## config.mk

```make
export PLATFORM = sky130hd
export DESIGN_NAME = traffic_light_fsm
export DESIGN_NICKNAME = d
export VERILOG_FILES = /design/src/rtl/traffic_light_fsm_pkg.sv /design/src/rtl/traffic_light_fsm_sensor_sync.sv /design/src/rtl/traffic_light_fsm.sv
export SDC_FILE = /design/constraint.sdc
export NUM_CORES = 1
export LEC_CHECK = 0
export CAP_MARGIN = 25
export CELL_PAD_IN_SITES_DETAIL_PLACEMENT = 0
export CELL_PAD_IN_SITES_GLOBAL_PLACEMENT = 2
export CORE_ASPECT_RATIO = 1.5
export CORE_UTILIZATION = 39
export DETAILED_ROUTE_END_ITERATION = 8
export PLACE_DENSITY = 0.79
export SLEW_MARGIN = 5
export SYNTH_ARGS = -nofsm -noshare
export SYNTH_HDL_FRONTEND = slang
export SYNTH_SLANG_ARGS = --single-unit
```

## constraint.sdc

```tcl
create_clock -name clk -period 5 [get_ports clk]
set_input_delay 0.5 -clock clk [delete_from_list [all_inputs] [get_ports clk]]
set_output_delay 0.5 -clock clk [all_outputs]
set_load 0.02 [all_outputs]
```

## src/rtl/traffic_light_fsm_pkg.sv

```systemverilog
// ============================================================================
// Module   : traffic_light_fsm_pkg
// Purpose  : State codes, lamp codes and small helpers shared by the
//            intersection controller, its timer top and the benches.
// Revision : 1.0  initial release
// ============================================================================
`default_nettype none

package traffic_light_fsm_pkg;

    // Controller state encoding
    typedef logic [2:0] state_t;

    localparam state_t HW_GREEN  = 3'd0;
    localparam state_t HW_YELLOW = 3'd1;
    localparam state_t CR_GREEN  = 3'd2;
    localparam state_t CR_YELLOW = 3'd3;
    localparam state_t ST_FAULT  = 3'd4;

    // Lamp drive codes
    typedef logic [1:0] lamp_t;

    localparam lamp_t L_RED = 2'b00;
    localparam lamp_t L_YEL = 2'b01;
    localparam lamp_t L_GRN = 2'b10;

    // States whose dwell time is guarded by the watchdog
    function automatic logic is_bounded(input state_t s);
        return (s == HW_YELLOW) || (s == CR_GREEN) || (s == CR_YELLOW);
    endfunction

endpackage

`default_nettype wire

```

## src/rtl/traffic_light_fsm_sensor_sync.sv

```systemverilog
// ============================================================================
// Module   : sensor_sync
// Purpose  : Two-flop synchroniser for the asynchronous road sensor, with an
//            asynchronous active-high clear.
// Revision : 1.0  initial release
// ============================================================================
`default_nettype none

module sensor_sync (
    input  logic clk,
    input  logic rst,
    input  logic d_i,
    output logic q_o
);

    logic meta_q;
    logic sync_q;

    // Two-stage capture of the asynchronous level
    always_ff @(posedge clk or posedge rst) begin
        if (rst) begin
            meta_q <= 1'b0;
            sync_q <= 1'b0;
        end else begin
            meta_q <= d_i;
            sync_q <= meta_q;
        end
    end

    assign q_o = sync_q;

endmodule

`default_nettype wire

```

## src/rtl/traffic_light_fsm.sv

```systemverilog
// ============================================================================
// Module   : traffic_light_fsm
// Purpose  : Highway / country-road intersection controller. Restarts the
//            external timer on every state entry, sequences the lamps on the
//            synchronised car sensor and timer expiries, and falls into a
//            flashing-yellow fault state if the timer stops reporting.
// Revision : 1.0  initial release
// ============================================================================
`default_nettype none

module traffic_light_fsm
    import traffic_light_fsm_pkg::*;
#(
    parameter int WDOG_CYCLES = 64,
    parameter int WDOG_W      = 7,
    parameter int BLINK_HALF  = 8
) (
    input  logic       clk,
    input  logic       rst,
    input  logic       CAR,
    input  logic       T_HOLD,
    input  logic       T_YELLOW,
    output logic       START_TIMER,
    output logic [1:0] HW_LIGHT,
    output logic [1:0] CR_LIGHT,
    output logic       FAULT
);

    // BLINK_HALF must be at least 2 so the blink counter has a non-zero width
    localparam int                BLINK_W    = $clog2(BLINK_HALF);
    localparam logic [WDOG_W-1:0] WDOG_LAST  = WDOG_W'(WDOG_CYCLES - 1);
    localparam logic [WDOG_W-1:0] WDOG_SAT   = '1;
    localparam logic [BLINK_W-1:0] BLINK_LAST = BLINK_W'(BLINK_HALF - 1);

    state_t             state_q, state_d;
    logic               arm_q;
    logic               start_q, start_d;
    lamp_t              hw_q, hw_d;
    lamp_t              cr_q, cr_d;
    logic               fault_q, fault_d;
    logic [WDOG_W-1:0]  wdog_q, wdog_d;
    logic [BLINK_W-1:0] blink_q, blink_d;
    logic               blink_on_q, blink_on_d;

    logic car_s;
    logic hold_ok;
    logic yel_ok;
    logic wdog_expired;
    logic entering;

    sensor_sync u_car_sync (
        .clk (clk),
        .rst (rst),
        .d_i (CAR),
        .q_o (car_s)
    );

    // The timer needs a cycle to restart, so expiries seen alongside our own
    // START pulse still belong to the previous interval and are discarded.
    assign hold_ok      = T_HOLD   && !start_q;
    assign yel_ok       = T_YELLOW && !start_q;
    assign wdog_expired = (wdog_q == WDOG_LAST);

    // State and registered outputs
    always_ff @(posedge clk or posedge rst) begin
        if (rst) begin
            state_q    <= HW_GREEN;
            arm_q      <= 1'b1;
            start_q    <= 1'b0;
            hw_q       <= L_GRN;
            cr_q       <= L_RED;
            fault_q    <= 1'b0;
            wdog_q     <= '0;
            blink_q    <= '0;
            blink_on_q <= 1'b1;
        end else begin
            state_q    <= state_d;
            arm_q      <= 1'b0;
            start_q    <= start_d;
            hw_q       <= hw_d;
            cr_q       <= cr_d;
            fault_q    <= fault_d;
            wdog_q     <= wdog_d;
            blink_q    <= blink_d;
            blink_on_q <= blink_on_d;
        end
    end

    // Next-state selection; a real transition always wins over watchdog expiry
    always_comb begin
        state_d = state_q;
        if (!arm_q) begin
            case (state_q)
                HW_GREEN: begin
                    if (car_s && hold_ok) state_d = HW_YELLOW;
                end
                HW_YELLOW: begin
                    if (yel_ok)            state_d = CR_GREEN;
                    else if (wdog_expired) state_d = ST_FAULT;
                end
                CR_GREEN: begin
                    if (!car_s || hold_ok) state_d = CR_YELLOW;
                    else if (wdog_expired) state_d = ST_FAULT;
                end
                CR_YELLOW: begin
                    if (yel_ok)            state_d = HW_GREEN;
                    else if (wdog_expired) state_d = ST_FAULT;
                end
                ST_FAULT: begin
                    state_d = ST_FAULT;
                end
                default: begin
                    state_d = ST_FAULT;
                end
            endcase
        end
    end

    // Output, watchdog and blink values for the state being entered next
    always_comb begin
        entering   = (state_d != state_q);
        start_d    = arm_q || (entering && (state_d != ST_FAULT));
        fault_d    = (state_d == ST_FAULT);
        wdog_d     = '0;
        blink_d    = '0;
        blink_on_d = 1'b1;
        hw_d       = L_RED;
        cr_d       = L_RED;

        if (!entering && is_bounded(state_q)) begin
            wdog_d = (wdog_q == WDOG_SAT) ? wdog_q : wdog_q + 1'b1;
        end

        if (!entering && (state_q == ST_FAULT)) begin
            blink_d    = (blink_q == BLINK_LAST) ? '0 : blink_q + 1'b1;
            blink_on_d = (blink_q == BLINK_LAST) ? !blink_on_q : blink_on_q;
        end

        case (state_d)
            HW_GREEN:  hw_d = L_GRN;
            HW_YELLOW: hw_d = L_YEL;
            CR_GREEN:  cr_d = L_GRN;
            CR_YELLOW: cr_d = L_YEL;
            default: begin
                hw_d = blink_on_d ? L_YEL : L_RED;
                cr_d = blink_on_d ? L_YEL : L_RED;
            end
        endcase
    end

    assign START_TIMER = start_q;
    assign HW_LIGHT    = hw_q;
    assign CR_LIGHT    = cr_q;
    assign FAULT       = fault_q;

endmodule

`default_nettype wire
```

==> results of run 1 <==
==> sequential cells by signal, summed over array words and instances, names as in the netlist <==
| name | count |
|---|---|
| arm_q | 1 |
| FAULT | 1 |
| blink_on_q | 1 |
| u_car_sync.q_o | 1 |
| START_TIMER | 1 |
| state_q | 3 |
| HW_LIGHT | 2 |
| wdog_q | 7 |
| blink_q | 3 |
| CR_LIGHT | 2 |
| u_car_sync.meta_q | 1 |
==> Yosys cell counts, types with 2 or more instances <==
cell type and number:
dfrtp_1 20, nor2_1 8, inv_1 6, nor3_1 6, o21ai_0 5, nand2_1 4
a211oi_1 3, a21oi_1 3, and3_1 3, dfstp_2 3, ha_1 3, nand2b_1 3
a21o_1 2, a32oi_1 2, and2_1 2, buf_2 2, nand2b_4 2, nand3_1 2
nand3b_1 2, nand4_1 2, nor2b_1 2, nor3b_2 2, nor4_2 2, xnor2_1 2
==> logic make-up (layout without fill, tap and decap cells) <==
| logic type | count (synthesis) | after routing | share of synthesized area |
|---|---|---|---|
| AOI/OAI and AO/OA | 23 | 23 | 0.148 |
| xor gates and xnor gates | 3 | 3 | 0.0222 |
| adders and majority gates | 3 | 3 | 0.0318 |
| buffers and inverters | 9 | 20 | 0.0339 |
| DFF | 23 | 23 | 0.490 |
| muxes | 1 | 1 | 0.00847 |
| other | 1 | 1 | 0.00317 |
| and+or+nand+nor | 47 | 47 | 0.262 |
==> layout make-up <==
class                      instances  area (sq um)
clock buffer                       3          41.3
clock inverter                     1          5.00
fill                             301          1520
inverter                           6          22.5
multi-input combinational         78           562
sequential                        23           579
tap                               39          48.8
timing repair buffer              10           100
==> power by group through the flow <==
| stage | sequential (mW) | combinational (mW) | clock (mW) |
|---|---|---|---|
| global placement | 0.228 | 0.0812 | 0 |
| floorplan | 0.233 | 0.0481 | 0 |
| detailed placement | 0.229 | 0.0818 | 0 |
| global route | 0.228 | 0.0908 | 0.128 |
| finish | 0.224 | 0.0802 | 0.114 |
| CTS | 0.225 | 0.0822 | 0.121 |
==> cells in the final DEF, fill, tap and decap left out, types with 3 or more instances in the layout <==
| cell | count |
|---|---|
| dfrtp_1 | 20 |
| nand2_1 | 4 |
| o21ai_0 | 5 |
| ha_1 | 3 |
| a21oi_1 | 3 |
| a211oi_1 | 3 |
| nor3_1 | 6 |
| and3_1 | 3 |
| clkbuf_8 | 3 |
| dfstp_2 | 3 |
| nand2b_1 | 3 |
| nor2_1 | 8 |
| clkdlybuf4s50_1 | 10 |
| inv_1 | 6 |
==> per-layer routing <==
layer | vias up | wire (um)
met4 | 0 | 29
met3 | 4 | 37
li1 | 416 | -
met2 | 8 | 1180
met1 | 392 | 963
met5 | - | 0
==> per-stage QoR <==
stage                      util  instances
after floorplan               -        110
after global placement    0.455        156
after detailed placement  0.455        156
after CTS                 0.471        160
after global routing      0.471        160
final                     0.471        160
==> worst paths after layout <==
| path | cells past startpoint | to | start |
|---|---|---|---|
| worst min register to register | 0 | u_car_sync.q_o$_DFF_PP0_ | u_car_sync.meta_q$_DFF_PP0_ |
| max in group asynchronous | 2 | FAULT$_DFF_PP0_ | rst |
| worst max-delay path | 6 | START_TIMER$_DFF_PP0_ | T_HOLD |
| min in group asynchronous | 2 | wdog_q[3]$_DFFE_PP0P_ | rst |
| worst min-delay path | 0 | u_car_sync.q_o$_DFF_PP0_ | u_car_sync.meta_q$_DFF_PP0_ |
| worst max register to register | 6 | START_TIMER$_DFF_PP0_ | wdog_q[0]$_DFFE_PP0P_ |
==> flow_summary.yaml, run 1 <==
run_status:
  status: "completed"
logic_synthesis:
  synth-edff-count: 0
  ys_async_sr_fraction: 1.00
  synth_area_leaders: "dfrtp_1 (42%), dfstp_2 (6.7%), ha_1 (3.2%), nor3_1 (2.5%), nor2_1 (2.5%)"
  syn_inst: 110
  syn-num-nets: 118
  synth_largest_area_cell: "dfrtp_1"
  synth-seq-cells: 23
  syn_area_sq_mm: 0.00118
  synth.distinct_cells: 43
  yosys_most_used_dff: "dfrtp_1"
  synth_area_per_cell_sq_um: 10.7
  ys_warn_count: 0
  synth_top_area_share: 0.424
  ys_seq_area_frac: 0.490
power:
  comb_power_share: 0.192
  switchingPower_uw: 110
  power.density_mw_per_mm2: 308
  p_sw_frac: 0.262
  ir_drop_mv: 0.138
  p_seq_frac: 0.536
  intPower_uw: 309
  power_frac_clock: 0.272
  finalPower_uw: 418
  p_leak_nw: 0.580
worst_hold_path:
  hp-class: "reg -> reg"
global_route:
  grt_overflow: 0
  grt_first_pass_wirelength_um: 4070
  grt_pass1_vias: 899
  grt.met3_usage: 0.0234
  use_met1: 0.213
  grt_usage: 0.171
  grt_max_degree: 24
  grt_use_met2: 0.282
  grt-busiest-layer: "met2"
  antenna_found_initial: 0
die:
  die_h_um: 69.4
  io_pins: 11
  core_area_sq_mm: 0.00288
  die_w_um: 46.9
  fp-row-count: 24
  die_area_sq_mm: 0.00326
  initial_utilization: 0.410
worst_setup_path:
  critical_path.max_stage_delay_ps: 830
  arrival_ps: 2440
  path_cells: "clkdlybuf4s50_1 -> nand2b_4 -> a32oi_1 -> o31ai_2 -> nor3b_2 -> o31ai_1"
  crit_required_ps: 5150
  crit_slowest_cell: "o31ai_2"
  cp_max_fo: 12
  cp-start-kind: "primary input"
  r2r_setup_slack_ps: 2720
  end_kind: "flip-flop"
  crit_family: "compound AO/OA/AOI/OAI gates"
  worst-path-buf-inv: 1
  path_class: "in -> reg"
timing:
  maxSlewViolCount: 0
  setup_slack_ps: 2710
  timing.final.crit_share: 0.459
  timing.setup.tns_ps: 0
  hold_violations: 0
  hold_slack_ps: 363
  period_needed_ps: 2290
  slew_headroom: 0.347
  setup_viol: 0
  skew_ps: 5.51
  fmax_ghz: 0.436
  worst_pin_slew_ps: 973
  rsz0062_at_grt: "no"
run:
  drv_cap: 0
placement:
  io_buffers: 10
  placed_cell_area_sq_mm: 0.00131
  dp_hpwl_um: 1700
  dp_slack_ps: 2430
  place_congestion: 0.802
drt:
  dr_total_vias: 820
  first_iter_violations: 3
  viasPerCell: 5.13
  drcViolationCount: 0
  routed_wirelength_um: 2210
  firstDrtPassIters: 3
  drtAntennaViolNets: 0
  wl_per_cell_um: 13.8
finish:
  drive_above_1_share: 0.165
  fin_nets: 130
  diodes: 0
  stdcell_area_sq_mm: 0.00136
  syn_to_final_growth_pct: 15.0
cts:
  cts_buffer_depth: 2
  cts_setup_buffers: 0
  numCtsBuffers: 3
  worst_skew_pair.late_latency_ps: 260
  cts.sink_count: 23
  cts_tree: "built"
  cts_resized: 0
  holdBufCountCts: 0
  cts.reportedPaths.clkPinSlew_ps: 80
  htreeDepth: 1
  root_buffer: "clkbuf_8"
Power figures use the tool's default switching activity.
==> run 2, diff against run 1 <==
CORE_UTILIZATION = 33   (was 39)
PLACE_DENSITY = 0.71   (was 0.79)
clock period = 1.95 ns   (was 5 ns; I/O delays follow)
==> run 2 against run 1 <==
Setup slack worse by 2600 ps; core utilization down 5.6 points; count of clock-buffer cells in the layout unchanged; largest cell class unchanged; largest power group unchanged; highest routed layer unchanged.
==> flow_summary.yaml, run 2 (same netlist as run 1, synthesis figures left out) <==
worst_setup_path:
  cp_max_fo: 7
  end_kind: "flip-flop"
  worstReg2RegStart: "wdog_q[0]$_DFFE_PP0P_"
  crit_slowest_cell: "a221o_2"
  path_cells: "ha_2 -> and4_4 -> nand2b_4 -> o21ai_2 -> a221o_2 -> nor4_2"
  path_class: "reg -> reg"
  crit_required_ps: 2120
  r2r_setup_slack_ps: 100
  arrival_ps: 2020
  timing.rr.end: "wdog_q[3]$_DFFE_PP0P_"
  r2r_cells: 6
  cp-start-kind: "flip-flop"
  critical_path.max_stage_delay_ps: 480
finish:
  largest_register: "wdog_q"
  fin_util: 0.415
  fin_cells: 169
  diodes: 0
  regArea_sq_um: 579
  mostFrequentLayoutCells: "dfrtp_1 (20), clkdlybuf4s50_1 (10), nor2_1 (8)"
  top_regs: "wdog_q x7, blink_q x3, state_q x3"
  syn_to_final_growth_pct: 20.1
  fillers: 360
  largest_register_ffs: 7
  multi_input_area_sq_um: 573
  drive_above_1_share: 0.213
  fin_nets: 136
  final_common_cell: "dfrtp_1"
timing:
  timing.setup.tns_ps: 0
  period_needed_ps: 1850
  skew_ps: 1.81
  setup_viol: 0
  fmax_ghz: 0.542
  timing.final.crit_share: 0.947
  maxSlewViolCount: 0
  hold_violations: 0
  hold_slack_ps: 259
  rsz0062_at_grt: "no"
placement:
  io_buffers: 10
  dp_hpwl_um: 1790
  placed_cells: 165
  place_congestion: 0.915
cts:
  worst_skew_pair.late_latency_ps: 260
  cts_resized: 0
  holdBufCountCts: 0
  htreeDepth: 1
  cts.reportedPaths.clkPinSlew_ps: 80
  cts_buffer_depth: 2
  numCtsBuffers: 3
  root_buffer: "clkbuf_8"
  cts_setup_buffers: 0
  cts_tree: "built"
  cts.sink_count: 23
die:
  fp-row-count: 26
  io_pins: 11
  die_w_um: 50.8
  core_area_sq_mm: 0.00342
  die_area_sq_mm: 0.00383
  initial_utilization: 0.346
  die_h_um: 75.3
drt:
  met3WireLength_um: 56
  drcViolationCount: 0
  wl_per_cell_um: 13.4
  top_layer: "met4"
  drt-met1-wl_um: 1050
  dr_total_vias: 853
  wl_met2_um: 1120
  routed_wirelength_um: 2270
  firstDrtPassIters: 3
  drtAntennaViolNets: 0
  first_iter_violations: 10
  viasPerCell: 5.05
global_route:
  antenna_found_initial: 0
  grt_usage: 0.141
  grt_pass1_vias: 847
  grt_max_degree: 24
  grt_overflow: 0
  grt_first_pass_wirelength_um: 3930
power:
  finalPower_mw: 1.08
  power.density_mw_per_mm2: 762
  ir_drop_mv: 0.463
  p_leak_nw: 0.606
run_status:
  status: "completed"
worst_hold_path:
  hp-class: "in -> async"
run:
  drv_cap: 0
==> run 2: changes by cell type in the layout (fill, tap and decap cells not counted), sizes merged <==
cell | previous run | this run
buf | 0 | 6
==> run 2: area by class of cell <==
| cell class | instances | area share |
|---|---|---|
| Clock buffer | 3 | 0.0291 |
| Sequential cell | 23 | 0.408 |
| Inverter | 6 | 0.0159 |
| Timing Repair Buffer | 16 | 0.102 |
| Clock inverter | 1 | 0.00353 |
| Multi-Input combinational cell | 78 | 0.404 |
| Tap cell | 42 | 0.0370 |
==> run 2: worst max-delay path: cells and delay by family (launching register included) <==
family,cells,cell delay [ps]
simple gates,3,560
flops,1,420
fa+ha+maj,1,220
compound gates,2,550
==> run 2: power breakdown <==
group	internal, mW	switching, mW
Sequential	0.545	0.0301
Combinational	0.108	0.110
Clock	0.142	0.146
==> run 2: worst max-delay path by stage <==
stage                                startpoint               endpoint  cells after the start
after global placement    wdog_q[0]$_DFFE_PP0P_  START_TIMER$_DFF_PP0_                      6
after detailed placement                 T_HOLD  wdog_q[4]$_DFFE_PP0P_                      6
after global routing      wdog_q[0]$_DFFE_PP0P_  wdog_q[4]$_DFFE_PP0P_                      6
final                     wdog_q[0]$_DFFE_PP0P_  wdog_q[3]$_DFFE_PP0P_                      6
after floorplan           wdog_q[0]$_DFFE_PP0P_  wdog_q[3]$_DFFE_PP0P_                      6
after CTS                 wdog_q[0]$_DFFE_PP0P_  wdog_q[4]$_DFFE_PP0P_                      6
==> run 2: per-layer routing <==
layer / vias to the layer above / track usage
met5: - / 0
met4: 0 / 0.0772
met1: 414 / 0.184
met2: 8 / 0.219
met3: 4 / 0.0283
li1: 427 / -
==> run 2: stage by stage <==
| step | setup WS, ps | instance area [sq um] |
|---|---|---|
| 5_1_grt | 14.3 | 1420 |
| 6_report | 104 | 1420 |
| 4_1_cts | 89.7 | 1410 |
| 2_1_floorplan | 252 | 1180 |
| 3_3_place_gp | 115 | 1360 |
| 3_5_place_dp | 88.3 | 1360 |
